<file path="config.mk">
export PLATFORM = sky130hd
export DESIGN_NAME = mem_wb_sequencer
export DESIGN_NICKNAME = d
export VERILOG_FILES = /design/src/rtl/mem_wb_sequencer_pkg.sv /design/src/rtl/mem_wb_sequencer_watchdog.sv /design/src/rtl/mem_wb_sequencer.sv
export SDC_FILE = /design/constraint.sdc
export NUM_CORES = 1
export LEC_CHECK = 0
export ABC_AREA = 1
export CORE_ASPECT_RATIO = 1.5
export CORE_MARGIN = 8
export CORE_UTILIZATION = 40
export DETAILED_ROUTE_END_ITERATION = 8
export PLACE_DENSITY = 0.73
export SETUP_SLACK_MARGIN = 0.3
export SLEW_MARGIN = 20
export SYNTH_ARGS = -nofsm -noshare
export SYNTH_HDL_FRONTEND = slang
export SYNTH_SLANG_ARGS = --single-unit
</file>
<file path="constraint.sdc">
create_clock -name clk -period 1.37 [get_ports clk]
set_input_delay 0.3425 -clock clk [delete_from_list [all_inputs] [get_ports clk]]
set_output_delay 0.3425 -clock clk [all_outputs]
set_load 0.03 [all_outputs]
</file>
<file path="src/rtl/mem_wb_sequencer_pkg.sv">
// rtl/mem_wb_sequencer_pkg.sv - shared widths and FSM state encoding for the MEM/WB sequencer
package mem_wb_sequencer_pkg;

    localparam int DEF_DATA_W         = 32;
    localparam int DEF_REG_ADDR_W     = 5;
    localparam int DEF_TIMEOUT_CYCLES = 64;

    typedef enum logic [1:0] {
        ST_IDLE     = 2'd0,
        ST_MEM_WAIT = 2'd1,
        ST_WB       = 2'd2
    } seq_state_e;

endpackage

</file>
<file path="src/rtl/mem_wb_sequencer_watchdog.sv">
// rtl/mem_wb_sequencer_watchdog.sv - MEM_WAIT cycle counter and timeout compare (built only with MEM_TIMEOUT_EN)
`ifdef MEM_TIMEOUT_EN
module mem_wb_sequencer_watchdog
    import mem_wb_sequencer_pkg::*;
#(
    parameter int TIMEOUT_CYCLES = DEF_TIMEOUT_CYCLES
) (
    input  logic clk,
    input  logic rst_n,
    input  logic in_wait_i,
    input  logic ack_i,
    output logic expire_o
);

    localparam int CW = (TIMEOUT_CYCLES > 2) ? $clog2(TIMEOUT_CYCLES) : 1;
    localparam logic [CW-1:0] LAST = CW'(TIMEOUT_CYCLES - 1);

    logic [CW-1:0] count_q, count_d;

    // Outside MEM_WAIT the count sits at zero, so every entry starts fresh.
    always_comb begin
        count_d = count_q;
        if (!in_wait_i) begin
            count_d = '0;
        end else if (!ack_i && (count_q != LAST)) begin
            count_d = count_q + 1'b1;
        end
    end

    always_ff @(posedge clk or negedge rst_n) begin
        if (!rst_n) begin
            count_q <= '0;
        end else begin
            count_q <= count_d;
        end
    end

    // Fires during the last allowed MEM_WAIT cycle; a same-cycle ack takes precedence upstream.
    assign expire_o = in_wait_i && (count_q == LAST);

endmodule
`endif

</file>
<file path="src/rtl/mem_wb_sequencer.sv">
// rtl/mem_wb_sequencer.sv - MIPS MEM/WB controller: req/ack data-memory sequencing and regfile writeback
// Optional access timeout with mem_err pulse when MEM_TIMEOUT_EN is defined.
module mem_wb_sequencer
    import mem_wb_sequencer_pkg::*;
#(
    parameter int DATA_W         = DEF_DATA_W,
    parameter int REG_ADDR_W     = DEF_REG_ADDR_W,
    parameter int TIMEOUT_CYCLES = DEF_TIMEOUT_CYCLES
) (
    input  logic                  clk,
    input  logic                  rst_n,
    input  logic                  ex_valid,
    input  logic                  ex_mem_read,
    input  logic                  ex_mem_write,
    input  logic                  ex_reg_write,
    input  logic [REG_ADDR_W-1:0] ex_rd,
    input  logic [DATA_W-1:0]     ex_alu_res,
    input  logic [DATA_W-1:0]     ex_store_data,
    output logic                  stall,
    output logic                  dmem_req,
    output logic                  dmem_we,
    output logic [DATA_W-1:0]     dmem_addr,
    output logic [DATA_W-1:0]     dmem_wdata,
    input  logic                  dmem_ack,
    input  logic [DATA_W-1:0]     dmem_rdata,
    output logic                  wb_en,
    output logic [REG_ADDR_W-1:0] wb_addr,
    output logic                  memtoreg_ctrl,
    output logic [DATA_W-1:0]     wb_alu_res,
    output logic [DATA_W-1:0]     wb_mem_data,
    output logic                  mem_err
);

    seq_state_e            state_q, state_d;
    logic                  req_q, req_d;
    logic                  we_q, we_d;
    logic [DATA_W-1:0]     addr_q, addr_d;
    logic [DATA_W-1:0]     wdata_q, wdata_d;
    logic [REG_ADDR_W-1:0] rd_q, rd_d;
    logic                  reg_write_q, reg_write_d;
    logic                  wb_en_q, wb_en_d;
    logic [REG_ADDR_W-1:0] wb_addr_q, wb_addr_d;
    logic                  memtoreg_q, memtoreg_d;
    logic [DATA_W-1:0]     wb_alu_res_q, wb_alu_res_d;
    logic [DATA_W-1:0]     wb_mem_data_q, wb_mem_data_d;
    logic                  mem_err_q, mem_err_d;
    logic                  timeout_hit;

`ifdef MEM_TIMEOUT_EN
    mem_wb_sequencer_watchdog #(
        .TIMEOUT_CYCLES(TIMEOUT_CYCLES)
    ) u_watchdog (
        .clk      (clk),
        .rst_n    (rst_n),
        .in_wait_i(state_q == ST_MEM_WAIT),
        .ack_i    (dmem_ack),
        .expire_o (timeout_hit)
    );
`else
    logic [31:0] unused_timeout_cycles;
    assign unused_timeout_cycles = 32'(TIMEOUT_CYCLES);
    assign timeout_hit = 1'b0;
`endif

    always_comb begin
        state_d       = state_q;
        req_d         = req_q;
        we_d          = we_q;
        addr_d        = addr_q;
        wdata_d       = wdata_q;
        rd_d          = rd_q;
        reg_write_d   = reg_write_q;
        wb_en_d       = 1'b0;
        wb_addr_d     = wb_addr_q;
        memtoreg_d    = memtoreg_q;
        wb_alu_res_d  = wb_alu_res_q;
        wb_mem_data_d = wb_mem_data_q;
        mem_err_d     = 1'b0;

        case (state_q)
            ST_IDLE: begin
                if (ex_valid) begin
                    if (ex_mem_read || ex_mem_write) begin
                        state_d     = ST_MEM_WAIT;
                        req_d       = 1'b1;
                        we_d        = ~ex_mem_read;
                        addr_d      = ex_alu_res;
                        wdata_d     = ex_store_data;
                        rd_d        = ex_rd;
                        reg_write_d = ex_reg_write;
                    end else if (ex_reg_write && (ex_rd != '0)) begin
                        // wb_* only move on a real writeback so they hold otherwise.
                        wb_en_d      = 1'b1;
                        wb_addr_d    = ex_rd;
                        memtoreg_d   = 1'b0;
                        wb_alu_res_d = ex_alu_res;
                    end
                end
            end
            ST_MEM_WAIT: begin
                if (dmem_ack) begin
                    req_d = 1'b0;
                    we_d  = 1'b0;
                    if (!we_q) begin
                        state_d = ST_WB;
                        if (reg_write_q && (rd_q != '0)) begin
                            wb_en_d       = 1'b1;
                            wb_addr_d     = rd_q;
                            memtoreg_d    = 1'b1;
                            wb_mem_data_d = dmem_rdata;
                        end
                    end else begin
                        state_d = ST_IDLE;
                    end
                end else if (timeout_hit) begin
                    req_d     = 1'b0;
                    we_d      = 1'b0;
                    mem_err_d = 1'b1;
                    state_d   = ST_IDLE;
                end
            end
            ST_WB: begin
                state_d = ST_IDLE;
            end
            default: begin
                state_d = ST_IDLE;
            end
        endcase
    end

    always_ff @(posedge clk or negedge rst_n) begin
        if (!rst_n) begin
            state_q       <= ST_IDLE;
            req_q         <= 1'b0;
            we_q          <= 1'b0;
            addr_q        <= '0;
            wdata_q       <= '0;
            rd_q          <= '0;
            reg_write_q   <= 1'b0;
            wb_en_q       <= 1'b0;
            wb_addr_q     <= '0;
            memtoreg_q    <= 1'b0;
            wb_alu_res_q  <= '0;
            wb_mem_data_q <= '0;
            mem_err_q     <= 1'b0;
        end else begin
            state_q       <= state_d;
            req_q         <= req_d;
            we_q          <= we_d;
            addr_q        <= addr_d;
            wdata_q       <= wdata_d;
            rd_q          <= rd_d;
            reg_write_q   <= reg_write_d;
            wb_en_q       <= wb_en_d;
            wb_addr_q     <= wb_addr_d;
            memtoreg_q    <= memtoreg_d;
            wb_alu_res_q  <= wb_alu_res_d;
            wb_mem_data_q <= wb_mem_data_d;
            mem_err_q     <= mem_err_d;
        end
    end

    assign stall         = (state_q != ST_IDLE);
    assign dmem_req      = req_q;
    assign dmem_we       = we_q;
    assign dmem_addr     = addr_q;
    assign dmem_wdata    = wdata_q;
    assign wb_en         = wb_en_q;
    assign wb_addr       = wb_addr_q;
    assign memtoreg_ctrl = memtoreg_q;
    assign wb_alu_res    = wb_alu_res_q;
    assign wb_mem_data   = wb_mem_data_q;
    assign mem_err       = mem_err_q;

endmodule
</file>
==> impl_metrics.json, run 1 <==
{
  "async_flop_share_pct": 100.0,
  "clock_sinks": 145,
  "synthCells": 606,
  "yosysMostFrequentCell": "nand2_1",
  "place.gp.congestion": 0.7891,
  "power_density_nw_per_um2": 2676,
  "synth_top_cell_by_area": "dfrtp_1",
  "synth_area_per_cell_um2": 9.314,
  "antennaDiodeCount": 0,
  "nets": 1107,
  "crit_slowest_cell": "dfrtp_1",
  "synth-xor-area-share_pct": 0,
  "rsz0062_at_grt": "true",
  "dr.first_iter.drc_count": 235,
  "synth_edf_count": 0,
  "ys.flop_type": "dfrtp_1",
  "netlist_top_cells_area": "dfrtp_1, nand2_1, inv_1",
  "finalHoldViolCount": 0,
  "setup_viol": 145,
  "max_freq_ghz": 0.5998,
  "grt_max_degree": 51,
  "num-fill-cells": 705,
  "synth-compound-area-share_pct": 12.41,
  "grt_pass1_wl_um": 29980,
  "drv_cap": 0,
  "clockBufferDepth": 2,
  "setup_ws_ns": -0.2974,
  "dieWidth_um": 113.0,
  "critPathMaxFanout": 6,
  "syn_area_um2": 5644,
  "first_pass_iters": 4,
  "numCtsBuffers": 17,
  "ys_seq_area_share_pct": 64.29,
  "drv_slew": 0,
  "hold_class": "primary input to async pin",
  "remaining_drc_errors": 0,
  "arrival_ns": 1.95,
  "core-area_um2": 13930,
  "required_ns": 1.65,
  "p_leak_nw": 5.933,
  "grt_usage_pct": 21.11,
  "htreeDepth": 4,
  "synth_seq_cells": 145,
  "worstSetupPathType": "flip-flop to flip-flop",
  "routedWlPerCell_um": 20.41,
  "die_h_um": 161.5,
  "min_period_ns": 1.667,
  "vias": 5888,
  "syn-num-nets": 714,
  "place_hpwl_um": 12350,
  "finClkSkew_ns": 0.01384,
  "pin_count": 247,
  "vias_per_cell": 5.007,
  "post-route-cell-area_um2": 11630,
  "areaGrowthSynthToFinish_pct": 106.1,
  "synth.top_cell.area_share_pct": 64.29,
  "path_cells": "nor2_4, buf_6, nand2_4, nor2_4, nand3_4, buf_12, clkbuf_16, nand2_1, o21ai_1",
  "cts-root-buf": "clkbuf_16",
  "synthMuxAreaShare_pct": 0,
  "synth_top_family_by_area": "simple AND/OR/NAND/NOR gates",
  "end_kind": "flip-flop",
  "yosys_warnings": 0,
  "worst_path_most_repeated_cell": "nor2_4",
  "rows": 53,
  "drt.antenna.violating_nets": 0,
  "cts.clk_slew.worst_paths_ns": 0.06,
  "layout-drive-gt1-share_pct": 47.97,
  "antenna_found_initial": 0,
  "drt-total-wl_um": 24000,
  "post-place-ws_ns": -0.4879,
  "violations": "negative setup slack",
  "start_util_pct": 40.53,
  "synth_commonest_cells": "nand2_1, dfrtp_1, inv_1",
  "final.period_utilization_pct": 121.7,
  "die_area_um2": 18250,
  "synthAdderAreaFrac_pct": 0,
  "worstSkewPairLatency_ns": 0.41,
  "yosys.area_share.simple_pct": 12.90,
  "placedInstanceArea_um2": 8204,
  "grt_pass1_vias": 5807,
  "status": "complete, but fails checks",
  "numPortBuffers": 245,
  "start_kind": "flip-flop",
  "tritoncts": "done",
  "max_stage_delay_ns": 0.42,
  "grt_overflow": 0,
  "yosysUniqueCellTypes": 18,
  "ir_drop_uv": 1363
}
[where the power goes]
group / internal [W] / leakage (nW) / switching (W) / total [W]
Sequential: 0.00631 / 1.80 / 0.00182 / 0.00813
Combinational: 0.00904 / 3.87 / 0.00949 / 0.0185
Clock: 0.00260 / 0.261 / 0.00186 / 0.00446
[through the flow]
stage               instances  power [W]  util (%)  hold slack (ns)  setup TNS (ns)
finish                   1176    0.03112     83.53           0.3644          -24.28
global route             1176    0.03239     83.53           0.3767          -32.27
CTS                      1094    0.02619     71.02           0.3635          -11.67
detailed placement       1006    0.01896     58.91           0.2366          -52.38
global placement         1006    0.01865     58.91           0.2321          -52.61
floorplan                 606    0.01382         -          0.04691               0
[layout by cell type, fill, tap and decap left out, drive strengths merged]
cell and instances:
a21oi 5, buf 288, bufinv 1, clkbuf 30, clkdlybuf4s50 106, clkinv 3, clkinvlp 5, conb 1
dfrtp 145, dlygate4sd3 1, inv 109, nand2 153, nand3 13, nand4 1, nor2 14, nor3 1
o21ai 135
[logic make-up (layout without fill, tap and decap cells)]
group | Yosys count | count (layout)
buf+inv | 138 | 543
flops | 145 | 145
other cells | 1 | 1
simple gates | 182 | 182
compound gates | 140 | 140
[critical path, delay by kind of cell (launching register included)]
kind	cells	cell delay (ns)
AO/OA/AOI/OAI	1	0.08
buffers and inverters	3	0.47
flip-flops	1	0.42
AND/OR/NAND/NOR	5	0.58
[flip-flops by register name, summed over array words and instances (netlist names)]
register and flops:
dmem_addr 32, state_q 2, wb_mem_data 32, dmem_req 1, dmem_we 1, reg_write_q 1
wb_alu_res 32, wb_en 1, rd_q 5, dmem_wdata 32, wb_addr 5, memtoreg_ctrl 1
[per-layer routing]
layer  up-vias  part of all wire [%]  GRT usage, %
li1       2665                     -             -
met1      2883                    33         20.68
met2       262                    55         37.80
met3        78                   6.6         6.839
met4         0                   5.2         12.71
met5         -                     0             0
[path summary, 6_finish.rpt]
| kind | start | to | depth (start not counted) | slack, ns |
|---|---|---|---|---|
| setup / recovery | state_q[0] | wb_alu_res[17] | 9 | -0.30 |
| hold / removal | rst_n | dmem_wdata[18] | 2 | 0.36 |
| setup reg to reg | state_q[0] | wb_alu_res[17] | 9 | -0.30 |
| hold reg to reg | wb_mem_data[4] | wb_mem_data[4] | 2 | 0.51 |
| max in group asynchronous | rst_n | dmem_we | 3 | 0.42 |
| min in group clk | dmem_rdata[16] | wb_mem_data[16] | 3 | 0.47 |
[cell type report]
type	instances	area (um^2)	share of cell area [%]
Timing Repair Buffer	405	4617	39.69
Sequential cell	145	3631	31.21
Multi-Input combinational cell	323	2207	18.97
Clock buffer	20	456.7	3.926
Inverter	107	406.6	3.496
Tap cell	165	206.4	1.775
Clock inverter	11	107.6	0.9250
[what timing repair did]
item / in CTS / in global routing
hold buffers: 1 / 0
gates cloned: 13 / 14
pin swaps: 2 / 5
gates resized for setup: 177 / 281
buffers inserted: 43 / 68
endpoints found under the setup margin: 283 / 283
hold endpoints to repair: 23 / 0
(Power assumes the default switching activity.)
==> run 2: changes to the inputs <==
--- a/config.mk
+++ b/config.mk
@@ -11,6 +11,7 @@
 export CORE_UTILIZATION = 40
 export DETAILED_ROUTE_END_ITERATION = 8
 export PLACE_DENSITY = 0.73
+export RECOVER_POWER = 100
 export SETUP_SLACK_MARGIN = 0.3
 export SLEW_MARGIN = 20
 export SYNTH_ARGS = -nofsm -noshare
==> run 2 against run 1 <==
The flow still finishes with violations (negative setup slack). Critical path depth unchanged. Sequential share of layout area hardly changed. Global-route usage unchanged. Count of clock-buffer cells in the layout did not move. Power is essentially flat. Fmax unchanged. Critical endpoint unchanged. Highest routed layer unchanged.
==> impl_metrics.json, run 2 (synthesis gave the netlist of run 1 again) <==
{
  "status": "complete, but fails checks",
  "violations": "negative setup slack",
  "hold_depth": 3,
  "cts.clk_slew.worst_paths_ns": 0.06,
  "vias_per_cell": 5.007,
  "ir_drop_uv": 1363,
  "mostFrequentLayoutCells": "buf_6, dfrtp_1, clkdlybuf4s50_1, inv_1, buf_4",
  "numPortBuffers": 245,
  "drv_slew": 0,
  "dr.first_iter.drc_count": 235,
  "routedWlPerCell_um": 20.41,
  "rows": 53,
  "worstSetupPathType": "flip-flop to flip-flop",
  "final.period_utilization_pct": 121.7,
  "clockBufferDepth": 2,
  "die_area_um2": 18250,
  "critPathMaxFanout": 6,
  "core-area_um2": 13930,
  "worstMarginPinSlew_ns": 0.7943,
  "worstSkewPairLatency_ns": 0.41,
  "htreeDepth": 4,
  "fin_tns_setup_ns": -24.28,
  "grt_usage_pct": 21.11,
  "die_h_um": 161.5,
  "drv_cap": 0,
  "grt_overflow": 0,
  "place_inst": 1006,
  "finalHoldViolCount": 0,
  "antennaDiodeCount": 0,
  "end_kind": "flip-flop",
  "p_leak_nw": 5.932,
  "start_kind": "flip-flop",
  "grt_max_degree": 51,
  "wl_met1_um": 7987,
  "min_period_ns": 1.667,
  "required_ns": 1.65,
  "drt-total-wl_um": 24000,
  "remaining_drc_errors": 0,
  "finalNonFillerCells": 1176,
  "pin_count": 247,
  "first_pass_iters": 4,
  "grt_pass1_wl_um": 29980,
  "setup_ws_ns": -0.2974,
  "areaGrowthSynthToFinish_pct": 106.0,
  "finClkSkew_ns": 0.01389,
  "numCtsBuffers": 17,
  "power_density_nw_per_um2": 2677,
  "layout-drive-gt1-share_pct": 47.97,
  "antenna_found_initial": 0,
  "place.gp.congestion": 0.7891,
  "met3_length_um": 1581,
  "arrival_ns": 1.95,
  "cts-root-buf": "clkbuf_16",
  "start_util_pct": 40.53,
  "tritoncts": "done",
  "setup_viol": 145,
  "rsz0062_at_grt": "true",
  "place_hpwl_um": 12350,
  "reg2reg_depth": 9,
  "slew_headroom_pct": 47.05,
  "clock_sinks": 145,
  "vias": 5888,
  "drt.antenna.violating_nets": 0,
  "max_freq_ghz": 0.5998,
  "routed.top_layer": "met4",
  "grt_pass1_vias": 5807,
  "nets": 1107,
  "hold_class": "primary input to flip-flop",
  "wl_met2_um": 13180,
  "dieWidth_um": 113.0
}
[run 2: cell types whose count changed in the layout (fill, tap and decap cells not counted)]
cell | previous run | this run
clkbuf_2 | 0 | 1
buf_6 | 144 | 143
[run 2: final timing paths]
path	startpoint	endpoint	slack, ns
hold reg to reg	wb_mem_data[4]	wb_mem_data[4]	0.51
hold / removal	dmem_rdata[16]	wb_mem_data[16]	0.47
setup / recovery	state_q[0]	wb_alu_res[17]	-0.30
max in group asynchronous	rst_n	dmem_we	0.06
min in group asynchronous	rst_n	dmem_wdata[18]	0.55
setup reg to reg	state_q[0]	wb_alu_res[17]	-0.30
[run 2: layout make-up]
cell class | count | area, um^2
Clock buffer | 20 | 456.7
Clock inverter | 11 | 107.6
Fill cell | 707 | 2300
Inverter | 107 | 406.6
Multi-Input combinational cell | 323 | 2207
Sequential cell | 145 | 3631
Tap cell | 165 | 206.4
Timing Repair Buffer | 405 | 4611
[run 2: stage by stage]
| step | utilization, % | power (W) | hold slack (ns) | setup slack, ns | cell area, um^2 |
|---|---|---|---|---|---|
| after floorplan | - | 0.01382 | 0.04691 | 0.1204 | 5712 |
| after global routing | 83.49 | 0.03239 | 0.4750 | -0.3612 | 11630 |
| final | 83.49 | 0.03112 | 0.4666 | -0.2974 | 11630 |
| after detailed placement | 58.91 | 0.01896 | 0.2366 | -0.4879 | 8204 |
| after global placement | 58.91 | 0.01865 | 0.2321 | -0.4710 | 8204 |
| after CTS | 71.02 | 0.02619 | 0.3635 | -0.1929 | 9889 |
[run 2: layer usage]
metal,vias up,global-route usage (%)
li1,2665,-
met5,-,0
met1,2883,20.68
met4,0,12.71
met2,262,37.80
met3,78,6.839
[run 2: report_power, final]
part           total [W]  leakage (nW)  internal, W  switching, W
Clock            0.00446         0.261      0.00260       0.00186
Sequential       0.00813          1.80      0.00631       0.00182
Combinational     0.0185          3.87      0.00904       0.00949
[run 2: critical path, stage by stage (launching register included)]
cell	delay, ns
dfrtp_1	0.42
nor2_4	0.16
buf_6	0.12
nand2_4	0.06
nor2_4	0.14
nand3_4	0.14
buf_12	0.19
clkbuf_16	0.16
nand2_1	0.08
o21ai_1	0.08
[run 2: timing repair]
| item | 4_1_cts | 5_1_grt |
|---|---|---|
| resized for setup | 177 | 281 |
| hold buffers | 1 | 0 |
| pin swaps | 2 | 5 |
| cloned | 13 | 14 |
| setup buffers | 43 | 68 |
| endpoints found under the hold margin | 23 | 0 |
| endpoints found under the setup margin | 283 | 283 |
